File: src/rtl/mem_copy_engine.sv
// Two-cycle-per-word memory copy engine. Each word is read into a hold
// register, then written out. Overlapping ranges where the destination sits
// above the source are copied backward so source words are read before they
// are overwritten.
module mem_copy_engine #(
  parameter int unsigned W = 8,
  parameter int unsigned A = 8
) (
  input  logic         Clk,
  input  logic         Reset,
  input  logic         Start,
  input  logic [A-1:0] SrcAddr,
  input  logic [A-1:0] DstAddr,
  input  logic [A-1:0] Len,
  output logic         Busy,
  output logic         Done,
  output logic [A-1:0] MemAddr,
  output logic         MemWriteEn,
  output logic [W-1:0] MemWData,
  input  logic [W-1:0] MemRData
);

  typedef enum logic [1:0] {StIdle, StRead, StWrite, StDone} state_e;

  state_e       r_state;
  logic [A-1:0] r_src;
  logic [A-1:0] r_dst;
  logic [A-1:0] r_cnt;
  logic [W-1:0] r_hold;
  logic         r_back;
  logic         r_busy;
  logic         r_done;

  logic [A-1:0] w_diff;
  logic         w_backward;
  logic [A-1:0] w_len_m1;

  // Direction decision on the unwrapped address difference.
  assign w_diff     = DstAddr - SrcAddr;
  assign w_backward = (DstAddr > SrcAddr) && (w_diff < Len);
  assign w_len_m1   = Len - A'(1);

  // Control FSM with datapath registers and registered Busy/Done.
  always_ff @(posedge Clk) begin
    if (Reset) begin
      r_state <= StIdle;
      r_src   <= '0;
      r_dst   <= '0;
      r_cnt   <= '0;
      r_hold  <= '0;
      r_back  <= 1'b0;
      r_busy  <= 1'b0;
      r_done  <= 1'b0;
    end else begin
      unique case (r_state)
        StIdle: begin
          r_done <= 1'b0;
          if (Start) begin
            if (Len != '0) begin
              r_back  <= w_backward;
              r_src   <= w_backward ? SrcAddr + w_len_m1 : SrcAddr;
              r_dst   <= w_backward ? DstAddr + w_len_m1 : DstAddr;
              r_cnt   <= Len;
              r_busy  <= 1'b1;
              r_state <= StRead;
            end else begin
              r_done  <= 1'b1;
              r_state <= StDone;
            end
          end
        end
        StRead: begin
          r_hold  <= MemRData;
          r_state <= StWrite;
        end
        StWrite: begin
          r_cnt <= r_cnt - A'(1);
          r_src <= r_back ? r_src - A'(1) : r_src + A'(1);
          r_dst <= r_back ? r_dst - A'(1) : r_dst + A'(1);
          if (r_cnt == A'(1)) begin
            r_busy  <= 1'b0;
            r_done  <= 1'b1;
            r_state <= StDone;
          end else begin
            r_state <= StRead;
          end
        end
        StDone: begin
          r_done  <= 1'b0;
          r_state <= StIdle;
        end
        default: r_state <= StIdle;
      endcase
    end
  end

  // Memory port decode; Reset blanks everything so an aborted copy cannot
  // write in the cycle reset is raised.
  always_comb begin
    Busy       = r_busy & ~Reset;
    Done       = r_done & ~Reset;
    MemAddr    = '0;
    MemWriteEn = 1'b0;
    MemWData   = '0;
    if (!Reset) begin
      if (r_state == StRead) begin
        MemAddr = r_src;
      end else if (r_state == StWrite) begin
        MemAddr    = r_dst;
        MemWriteEn = 1'b1;
        MemWData   = r_hold;
      end
    end
  end

endmodule

File: config.mk
export PLATFORM = sky130hd
export DESIGN_NAME = mem_copy_engine
export DESIGN_NICKNAME = d
export VERILOG_FILES = /design/src/rtl/mem_copy_engine.sv
export SDC_FILE = /design/constraint.sdc
export NUM_CORES = 1
export LEC_CHECK = 0
export CORE_UTILIZATION = 32
export CTS_BUF_LIST = sky130_fd_sc_hd__clkbuf_16
export DETAILED_ROUTE_END_ITERATION = 8
export REMOVE_ABC_BUFFERS = 1
export SYNTH_ARGS = -nofsm -noshare
export SYNTH_HDL_FRONTEND = slang
export SYNTH_SLANG_ARGS = --single-unit
File: constraint.sdc
create_clock -name Clk -period 4.9 [get_ports Clk]
set_input_delay 0.735 -clock Clk [delete_from_list [all_inputs] [get_ports Clk]]
set_output_delay 0.735 -clock Clk [all_outputs]
set_load 0.02 [all_outputs]
# == Yosys cells after proc, flatten, opt, wreduce, memory -nomap -nowiden ==
# Index checks and enable logic that the tools add are counted.
# classes
muxes,34
reduce_logical,9
bitwise_logic,3
n_eq_ne,7
addsub,9
n_lt_le_gt_ge,2
# ops
cell,count
$mux W8,16
$pmux W8 S2,3
$sub A8 B1 Y8 const B,4
$add A8 B1 Y8 const B,2
$add A8 B8 Y8,2
$mux W1,9
$eq A8 B1 Y1 const B,1
$gt A8 B8 Y1,1
$lt A8 B8 Y1,1
$pmux W2 S4,1
$reduce_bool A8 Y1,1
$sub A8 B8 Y8,1
$mux W2,3
$ne A2 B2 Y1 const B,3
$reduce_and A3 Y1,2
$eq A2 B2 Y1 const B,2
$reduce_and A4 Y1,1
$pmux W1 S3,1
$reduce_bool A3 Y1,1
$and A1 B1 Y1,2
$eq A2 B1 Y1 const B,1
$logic_not A2 Y1,1
$pmux W1 S2,1
$reduce_and A2 Y1,1
3 further kinds,3
# totals
reg_bits,37
inputBits,35
output_inout_bits,19
wordCells,72

# == Depth between registers and ports, before layout ==
# logic_depth
ltp_word,7
ltp_mapped,18
mapped_depth_nobuf,17

# == Worst setup path after synthesis ==
# OpenSTA, ideal clock, no wires.
# synth_timing
path_type,input to register
from,in DstAddr[0]
to,reg r_dst[5]
path_slack_ns,1.114
required_ns,4.786
cell_stages,17
t_arrival_ns,3.672
setup_time_ns,0.114
path_buffers,1
path_cell_list,inv_1 -> ha_1 -> fa_1 -> nand2b_1 -> a21oi_1 -> a21o_1 -> a21oi_1 -> xnor2_1 -> ha_1 -> a21oi_1 -> nand2_1 -> a221o_1 -> nor3_4 -> buf_6 -> mux2i_1 -> a21oi_1 -> a21o_1
# synth_via
elab_chain_len,7
elab_cells_between_ends,9
cone_classes,add/sub: 2; order compare: 2; mux: 4; reduce/logical: 1
# synth_rtl
item,line_no,source
"start, declared",13,"input logic [A-1:0] DstAddr,"
$sub A8 B8 Y8,39,assign w_diff = DstAddr - SrcAddr;
$lt A8 B8 Y1,40,assign w_backward = (DstAddr > SrcAddr) && (w_diff < Len);
$logic_and A1 B1 Y1,40,
$mux W8 (*),62,r_dst <= w_backward ? DstAddr + w_len_m1 : DstAddr;
$mux W8 (*),59,if (Len != '0) begin
$mux W8 (*),58,if (Start) begin
$pmux W8 S2 (*),55,unique case (r_state)
"end signal, assigned",62,
"end signal, assigned",79,r_dst <= r_back ? r_dst - A'(1) : r_dst + A'(1);
"end, declared",27,logic [A-1:0] r_dst;
# Every way passes the cells marked *; elsewhere a longest branch is shown, timed or not. The select of a mux whose other input is x is not followed.
# A chain may end at the register's enable or synchronous reset.

# == Final worst setup path ==
# layout_timing
from,in DstAddr[0]
to,reg r_dst[0]
# Same word-level chain as after synthesis.

==> impl_metrics.json <==
{
  "io_pins": 54,
  "cts-hold-fix-buffers": 0,
  "required_ps": 5050,
  "async_reset_ff_share_pct": 0,
  "vias": 3483,
  "die-area_um2": 11800,
  "setup_tns_ps": 0,
  "wl_per_cell_um": 14.8,
  "reg2reg_from": "r_back",
  "grt_start_max_net_pins": 45,
  "final-hold-violation-count": 0,
  "grt.overflow.total": 0,
  "rr_worst_depth": 8,
  "finalCritPeriodShare_pct": 89.6,
  "die_h_um": 109,
  "fin_ws_ps": 511,
  "synth_edf_count": 0,
  "drcViolationCount": 0,
  "p_seq_share_pct": 30.6,
  "ant_nets": 0,
  "place_hpwl_um": 7710,
  "p_clk_share_pct": 31.3,
  "wl_met3_um": 323,
  "outcome": "completed",
  "cts_root_buf": "clkbuf_16",
  "hp-start": "r_hold[2]",
  "synthCells": 469,
  "io_buffer_count": 53,
  "grtUsageTotal_pct": 17.3,
  "path_class": "input pin to flip-flop",
  "synth.avg_cell_area_um2": 7.74,
  "peakVddDrop_mv": 0.127,
  "grt_pass1_vias": 3382,
  "core_region_area_um2": 10900,
  "pre_cts_ws_ps": 222,
  "min_period_ps": 4390,
  "crit_path_end_kind": "flip-flop",
  "cp_max_fo": 26,
  "yosysTopAreaCell": "dfxtp_1",
  "min_to": "r_hold[2]",
  "drt_iter0_markers": 159,
  "drive_gt1_share_pct": 5.61,
  "ys_ff_latch": 37,
  "rsz0062_at_grt": "false",
  "maxCapViolCount": 0,
  "dieWidth_um": 109,
  "reg2reg_to": "r_src[7]",
  "gp_congestion": 0.823,
  "hold_depth": 2,
  "diodes": 0,
  "worstMarginPinSlew_ps": 1040,
  "cts_resized": 0,
  "dr_wl_met2_um": 4600,
  "power.total_w": 0.00118,
  "power_switching_share_pct": 34.2,
  "synthTopCellsByArea": "dfxtp_1 20%, ha_1 16%, a21oi_1 7.3%",
  "start_util_pct": 33.2,
  "timing.critical_path.cells": "clkdlybuf4s50_1 > inv_1 > ha_1 > fa_1 > nand2b_1 > a21oi_1 > a21o_1 > a21oi_1 > xnor2_1 > ha_1 > a21oi_1 > nand2_1 > a221o_1 > nor3_4 > buf_12 > mux2_2 > a21oi_1 > nor2_1",
  "rrSetupSlack_ps": 2190,
  "yosysTopAreaCellShare_pct": 20.4,
  "clk_path_buf_depth": 2,
  "synthFlopType": "dfxtp_1",
  "antenna_found_initial": 0,
  "setup_viol": 0,
  "m1WireLength_um": 4520,
  "via_per_inst": 5.30,
  "final_cell_mix": "53 x a21oi_1, 53 x clkdlybuf4s50_1, 45 x ha_1",
  "arrival_ps": 4540,
  "clk_pin_slew_ps": 60,
  "clock_latency_ps": 280,
  "yosys.cell_types.count": 54,
  "rows": 38,
  "internal_power_w": 0.000773,
  "cts-htree-levels": 2,
  "finalMaxSlewViolations": 0,
  "syn_to_final_growth_pct": 23.7,
  "cts_tree": "built",
  "cts_inserted_buffers": 5,
  "slowest_stage": "clkdlybuf4s50_1",
  "highest_layer": "met4",
  "grt_pass1_wl_um": 16000,
  "pwr-share-comb_pct": 38.1,
  "drt_first_pass_iters": 4,
  "yosysWarningCount": 0,
  "cellPowerDensity_nw_per_um2": 262,
  "cts.sinks": 37,
  "netlist_area_um2": 3630,
  "power.switching_w": 0.000403,
  "p_leak_nw": 1.87,
  "cp_common_cell": "a21oi_1",
  "final_nets": 601,
  "finalClockSkew_ps": 3.57,
  "setup.worst_path.start_class": "input pin",
  "post_cts_buffers": 0,
  "max-slew-margin-rel_pct": 30.3,
  "startpoint": "DstAddr[0]",
  "slowest_delay_ps": 530,
  "wl_um": 9700,
  "max_freq_mhz": 228,
  "synth_seq_area_share_pct": 20.4,
  "hp-class": "flip-flop to flip-flop"
}
==> power groups by stage <==
stage | clock [W] | sequential, W | combinational (W)
floorplan | 0 | 0.000357 | 0.000312
global placement | 0 | 0.000364 | 0.000435
detailed placement | 0 | 0.000366 | 0.000446
CTS | 0.000374 | 0.000359 | 0.000449
global route | 0.000383 | 0.000363 | 0.000503
finish | 0.000368 | 0.000359 | 0.000448
==> cells in the mapped netlist (3+ instances only) <==
cell and n:
nor3_1 12, a21o_1 9, nand3_1 7, dfxtp_1 37
o21bai_1 4, a21oi_1 53, nor2b_1 10, o21ai_0 23
a22oi_1 9, nand2_1 39, and4_1 3, xor2_1 12
fa_1 5, o211ai_1 5, inv_1 31, ha_1 45
nand2b_1 6, a211oi_1 13, o31ai_1 4, nor4_1 3
nor2_1 43, a2111oi_2 3, xnor2_1 23, buf_2 4
mux2i_1 5, and3_1 11, clkbuf_1 13
==> layer usage <==
metal  vias up  track usage (%)
li1       1771                -
met1      1617             22.2
met2        77             29.2
met3        18             2.05
met4         0             6.66
met5         -                0
==> worst max path at each step <==
stage | cells after the start | to
floorplan | 16 | r_dst[0]
global placement | 18 | r_dst[0]
detailed placement | 18 | r_dst[0]
CTS | 18 | r_dst[0]
global route | 18 | r_dst[0]
finish | 18 | r_dst[0]
==> worst max-delay path: cells and delay by family <==
kind            cells  cell delay, ps
compound gates      6            1170
fa+ha+maj           3             920
buf+inv             3             790
simple gates        4             430
mux                 1             350
xor+xnor            1             140
==> final cells by class <==
cell class,count,area (um2)
fillers,1146,6440
multi-input cells,381,2700
flip-flops and latches,37,741
repair buffers,60,596
well taps,140,175
clock buffers,5,125
inverters,31,116
clock inverters,3,41.3
==> through the flow <==
step	hold slack (ps)	instances	util, %	instance area [um2]
6_report	449	657	41.1	4490
2_1_floorplan	426	449	-	3540
4_1_cts	452	657	41.1	4490
3_5_place_dp	443	649	39.5	4320
5_1_grt	467	657	41.1	4490
3_3_place_gp	439	649	39.5	4320
==> kinds of logic (layout without fill, tap and decap cells) <==
| kind of cell | Yosys count | in the layout | synth area share, % |
|---|---|---|---|
| and+or+nand+nor | 147 | 147 | 19.9 |
| AOI/OAI and AO/OA | 142 | 142 | 25.4 |
| buffers and inverters | 51 | 99 | 5.62 |
| adders and majority gates | 50 | 50 | 18.3 |
| DFF | 37 | 37 | 20.4 |
| xor gates and xnor gates | 35 | 35 | 8.45 |
| muxes | 7 | 7 | 2.00 |
==> registers in the layout, indices dropped and copies added, names as in the netlist <==
signal and count:
r_cnt 8, r_dst 8, r_hold 8, r_src 8
r_state 2, r_back 1, r_busy 1, r_done 1
No activity file was read; power rests on OpenSTA's default activity.
